### config.mk
export PLATFORM = sky130hd
export DESIGN_NAME = vga_plot_arbiter
export DESIGN_NICKNAME = d
export VERILOG_FILES = /design/src/rtl/vga_pkg.sv /design/src/rtl/vga_plot_arbiter_rr_pick.sv /design/src/rtl/vga_plot_arbiter.sv
export SDC_FILE = /design/constraint.sdc
export NUM_CORES = 1
export LEC_CHECK = 0
export ABC_AREA = 1
export BUFFER_PORTS_ARGS = -buffer_cell sky130_fd_sc_hd__buf_2
export CORE_UTILIZATION = 40
export DETAILED_ROUTE_END_ITERATION = 7
export PLACE_DENSITY = 0.71
export SYNTH_ARGS = -nofsm -noshare
export SYNTH_HDL_FRONTEND = slang
export SYNTH_HIERARCHICAL = 1
export SYNTH_SLANG_ARGS = --single-unit
### constraint.sdc
create_clock -name clk -period 3.3 [get_ports clk]
set_input_delay 0.66 -clock clk [delete_from_list [all_inputs] [get_ports clk]]
set_output_delay 0.66 -clock clk [all_outputs]
set_load 0.05 [all_outputs]
### src/rtl/vga_pkg.sv
// Shared types and constants for the VGA plot path: arbiter state encoding,
// default screen bounds and the coordinate/colour field widths.
package vga_pkg;

  typedef enum logic [1:0] {
    IDLE = 2'd0,
    OWN  = 2'd1,
    GAP  = 2'd2
  } arb_state_t;

  localparam int X_MAX_DEF = 160;
  localparam int Y_MAX_DEF = 120;
  localparam int X_W       = 8;
  localparam int Y_W       = 7;
  localparam int C_W       = 3;

endpackage

### src/rtl/vga_plot_arbiter_rr_pick.sv
// Combinational round-robin selector: lowest requester at or above ptr wins,
// otherwise the lowest requester overall (wrap-around).
module rr_pick #(
  parameter int N  = 3,
  parameter int PW = $clog2(N)
) (
  input  logic [N-1:0]  req,
  input  logic [PW-1:0] ptr,
  output logic [N-1:0]  winner,
  output logic          valid
);

  logic [N-1:0] mask;
  logic [N-1:0] hi;

  always_comb begin
    mask = '0;
    for (int i = 0; i < N; i++) begin
      mask[i] = (i >= int'(ptr));
    end
    hi    = req & mask;
    valid = |req;
    // x & -x isolates the lowest set bit
    if (|hi) winner = hi & (~hi + N'(1));
    else     winner = req & (~req + N'(1));
  end

endmodule

### src/rtl/vga_plot_arbiter.sv
// Round-robin arbiter sharing one vga_adapter plot port among NUM_REQ clients;
// owner's plot reaches vga_* one cycle later, hand-over costs a GAP plus an IDLE cycle.
module vga_plot_arbiter
  import vga_pkg::*;
#(
  parameter int NUM_REQ = 3,
  parameter int X_MAX   = X_MAX_DEF,
  parameter int Y_MAX   = Y_MAX_DEF
) (
  input  logic                          clk,
  input  logic                          rst_n,
  input  logic [NUM_REQ-1:0]            req,
  output logic [NUM_REQ-1:0]            gnt,
  input  logic [NUM_REQ-1:0][X_W-1:0]   cl_x,
  input  logic [NUM_REQ-1:0][Y_W-1:0]   cl_y,
  input  logic [NUM_REQ-1:0][C_W-1:0]   cl_colour,
  input  logic [NUM_REQ-1:0]            cl_plot,
  output logic [X_W-1:0]                vga_x,
  output logic [Y_W-1:0]                vga_y,
  output logic [C_W-1:0]                vga_colour,
  output logic                          vga_plot,
  output logic                          busy,
  output logic [15:0]                   drop_count
);

  localparam int PTR_W = $clog2(NUM_REQ);

  arb_state_t          state;
  logic [PTR_W-1:0]    rr_ptr;
  logic [PTR_W-1:0]    owner;
  logic [NUM_REQ-1:0]  pick_oh;
  logic                pick_vld;
  logic [PTR_W-1:0]    pick_idx;
  logic                in_range;

  rr_pick #(.N(NUM_REQ), .PW(PTR_W)) u_rr_pick (
    .req    (req),
    .ptr    (rr_ptr),
    .winner (pick_oh),
    .valid  (pick_vld)
  );

  always_comb begin
    pick_idx = '0;
    for (int i = 0; i < NUM_REQ; i++) begin
      if (pick_oh[i]) pick_idx = PTR_W'(i);
    end
  end

  assign in_range = (32'(cl_x[owner]) < X_MAX) && (32'(cl_y[owner]) < Y_MAX);

  always_ff @(posedge clk or negedge rst_n) begin
    if (!rst_n) begin
      state      <= IDLE;
      gnt        <= '0;
      rr_ptr     <= '0;
      owner      <= '0;
      vga_x      <= '0;
      vga_y      <= '0;
      vga_colour <= '0;
      vga_plot   <= 1'b0;
      busy       <= 1'b0;
      drop_count <= '0;
    end else begin
      vga_plot <= 1'b0;
      case (state)
        IDLE: begin
          if (pick_vld) begin
            gnt   <= pick_oh;
            owner <= pick_idx;
            busy  <= 1'b1;
            state <= OWN;
          end
        end
        OWN: begin
          // plot is sampled even on the release cycle so the last pixel is kept
          if (cl_plot[owner]) begin
            if (in_range) begin
              vga_x      <= cl_x[owner];
              vga_y      <= cl_y[owner];
              vga_colour <= cl_colour[owner];
              vga_plot   <= 1'b1;
            end else if (drop_count != 16'hFFFF) begin
              drop_count <= drop_count + 16'd1;
            end
          end
          if (!req[owner]) begin
            gnt   <= '0;
            busy  <= 1'b0;
            state <= GAP;
          end
        end
        GAP: begin
          if (owner == PTR_W'(NUM_REQ - 1)) rr_ptr <= '0;
          else                              rr_ptr <= owner + PTR_W'(1);
          state <= IDLE;
        end
        default: state <= IDLE;
      endcase
    end
  end

endmodule

==> results.yml <==
clock_tree:
  clockBufferDepth: 2
  cts_resized: 0
  htreeDepth: 2
  numCtsBuffers: 5
  clock_sinks: 45
  root_buffer: "clkbuf_8"
  cts_setup_buffers: 0
  hold_buffers: 0
  insertion_delay_ps: 300
  cts_tree: "done"
  path_clk_slew_ps: 100
power:
  fin_total_pwr_mw: 2.85
  powerDensity_nw_per_um2: 862
  irDropWorstVdd_v: 0.000391
  leakage_nw: 1.89
sta:
  setup_viol: 0
  final.setup.tns_ps: 0
  period_share_pct: 79.6
  finalClockSkew_ps: 10.8
  final-hold-violation-count: 0
  finalCriticalPeriod_ps: 2630
  clock.fmax_ghz: 0.380
  drv_slew: 0
  max-slew-margin-rel_pct: 34.0
  fin_hold_ws_ps: 476
  tightest_slew_ps: 990
  rsz0062_at_grt: "false"
detailed_routing:
  dr.pass1.iters: 8
  drt_iter0_drc: 202
  drc_errors: 5
  totalWireLength_mm: 7.18
  vias: 2772
  antenna_left: 0
  viasPerCell: 5.10
  avgRoutedWirePerCell_um: 13.2
worst_setup_path:
  critPathKind: "flip-flop to flip-flop"
  startpoint: "owner[1]"
  cp.required_ps: 3530
  r2r-start: "owner[1]"
  r2r_slack_ps: 670
  start_kind: "flip-flop"
  ff2ff_path_depth: 8
  cp.arrival_ps: 2860
  cp_max_fo: 21
  crit_path_end_kind: "flip-flop"
placement:
  gp_congestion: 0.823
  port_buffers: 100
  hpwl_mm: 5.47
yosys:
  synth_area_per_cell_sq_um: 7.27
  synth_seq_cells: 45
  synth.distinct_cells: 30
  synth_area_sq_um: 2710
  ys_seq_area_share_pct: 41.5
  syn_nets: 436
  syn-instance-count: 373
  ys_warn_count: 6
global_routing:
  antenna_found_initial: 0
  grt_overflow_total: 0
  track_usage_pct: 21.4
  first_global_vias: 2632
  grt_max_degree: 46
  grt_pass1_wl_mm: 12.2
cells_and_area:
  num_antenna_cells: 0
  num-nets-final: 528
  nFillCells: 660
  drive_above_1_share_pct: 26.8
  area_growth_pct: 22.0
worst_hold_path:
  holdPathStages: 2
  hp-class: "flip-flop to flip-flop"
  hp-start: "vga_y[6]"
outcome:
  violations: "design-rule violations"
  outcome: "finished, violations left"
floorplan:
  fp.dieH_um: 84.4
  start_util_pct: 42.0
  core_sq_um: 6460
  chipWidth_um: 84.4
  ios: 101
  fp-row-count: 29
  die_area_sq_um: 7110
run:
  cap_violations: 0
## worst max-delay path: stages, from the launching register on
cell and delay, ps:
dfrtp_1 620, nor2_4 190, nand2_1 100, nand3_1 110, o21ai_2 690, nand2_2 400, nand2_4 290, nand2_1 80
nand2_1 70
## synth_stat cells
cell | n | area share [%]
ha_1 | 1 | 0.46
o21ai_0 | 1 | 0.18
buf_8 | 1 | 0.55
dfrtp_1 | 45 | 42
buf_6 | 5 | 2.1
a21oi_1 | 1 | 0.18
nand4_1 | 23 | 5.3
nand2_2 | 5 | 1.2
nand3_4 | 1 | 0.65
inv_1 | 20 | 2.8
xor2_1 | 6 | 1.9
nor2_2 | 2 | 0.46
buf_4 | 3 | 0.83
nor2_1 | 19 | 2.6
nor2_4 | 1 | 0.42
mux2_2 | 1 | 0.42
buf_2 | 4 | 0.74
nand2_4 | 1 | 0.42
xnor2_1 | 7 | 2.3
o21ai_1 | 2 | 0.37
o21ai_2 | 1 | 0.32
inv_2 | 2 | 0.28
nand3_1 | 61 | 11
nand2_1 | 151 | 21
o22ai_1 | 1 | 0.23
a21oi_2 | 1 | 0.32
clkbuf_1 | 3 | 0.42
nor3_1 | 1 | 0.18
inv_4 | 1 | 0.23
nand3b_1 | 2 | 0.55
## registers in the layout (all words and copies together), names as in the netlist
signal	flops
owner	2
rr_ptr	2
vga_plot	1
state	2
vga_y	7
vga_colour	3
busy	1
vga_x	8
drop_count	16
gnt	3
## final timing paths
kind                                   to
max reg2reg                 drop_count[9]
max                         drop_count[9]
min                              vga_y[6]
min reg2reg                      vga_y[6]
max in group asynchronous  drop_count[11]
min in group asynchronous        vga_plot
## through the flow
step                area [sq um]  setup WS (ps)  instances  util, %
global placement            3190            784        535     49.4
detailed placement          3190            770        535     49.4
floorplan                   2710           1290        373        -
finish                      3310            672        543     51.2
CTS                         3310            724        543     51.2
global route                3310            418        543     51.2
## per-layer routing
metal,vias to the layer above,GRT usage (%),wire length [um]
met3,14,3.93,384
met1,1269,29.0,3260
met2,84,34.3,3370
li1,1405,-,-
met4,0,8.01,165
met5,-,0,0
## area by class of cell
cell class / instances / area, sq um / share of cell area [%]
Multi-Input combinational cell: 289 / 1370 / 41.5
Clock buffer: 5 / 68.8 / 2.08
Clock inverter: 3 / 47.5 / 1.44
Timing Repair Buffer: 101 / 508 / 15.4
Sequential cell: 45 / 1130 / 34.0
Inverter: 23 / 88.8 / 2.69
Tap cell: 77 / 96.3 / 2.91
## placed cells by master, fill, tap and decap left out, types with 2 or more instances in the layout
| cell type | instances |
|---|---|
| nand2_1 | 151 |
| clkbuf_8 | 5 |
| inv_2 | 2 |
| nand3_1 | 61 |
| xor2_1 | 6 |
| o21ai_1 | 2 |
| nand3b_1 | 2 |
| nor2_1 | 19 |
| xnor2_1 | 7 |
| buf_2 | 100 |
| inv_6 | 2 |
| nor2_2 | 2 |
| nand2_2 | 5 |
| inv_1 | 20 |
| nand4_1 | 23 |
| dfrtp_1 | 45 |
## kinds of logic (layout without fill, tap and decap cells)
| kind of cell | after synthesis | in the layout | share of synthesized area, % |
|---|---|---|---|
| AND/OR/NAND/NOR | 267 | 267 | 43.9 |
| flip-flops | 45 | 45 | 41.5 |
| buffers and inverters | 39 | 132 | 7.89 |
| XOR/XNOR | 13 | 13 | 4.20 |
| AO/OA/AOI/OAI | 7 | 7 | 1.61 |
| adder cells (fa/ha/maj) | 1 | 1 | 0.461 |
| multiplexers | 1 | 1 | 0.415 |
## where the power goes
| group | switching [mW] | internal (mW) | total, mW | leakage [nW] |
|---|---|---|---|---|
| registers | 0.143 | 0.723 | 0.866 | 0.585 |
| clock network | 0.208 | 0.231 | 0.439 | 0.0591 |
| logic | 1.16 | 0.385 | 1.55 | 1.24 |
(Power assumes the default switching activity.)
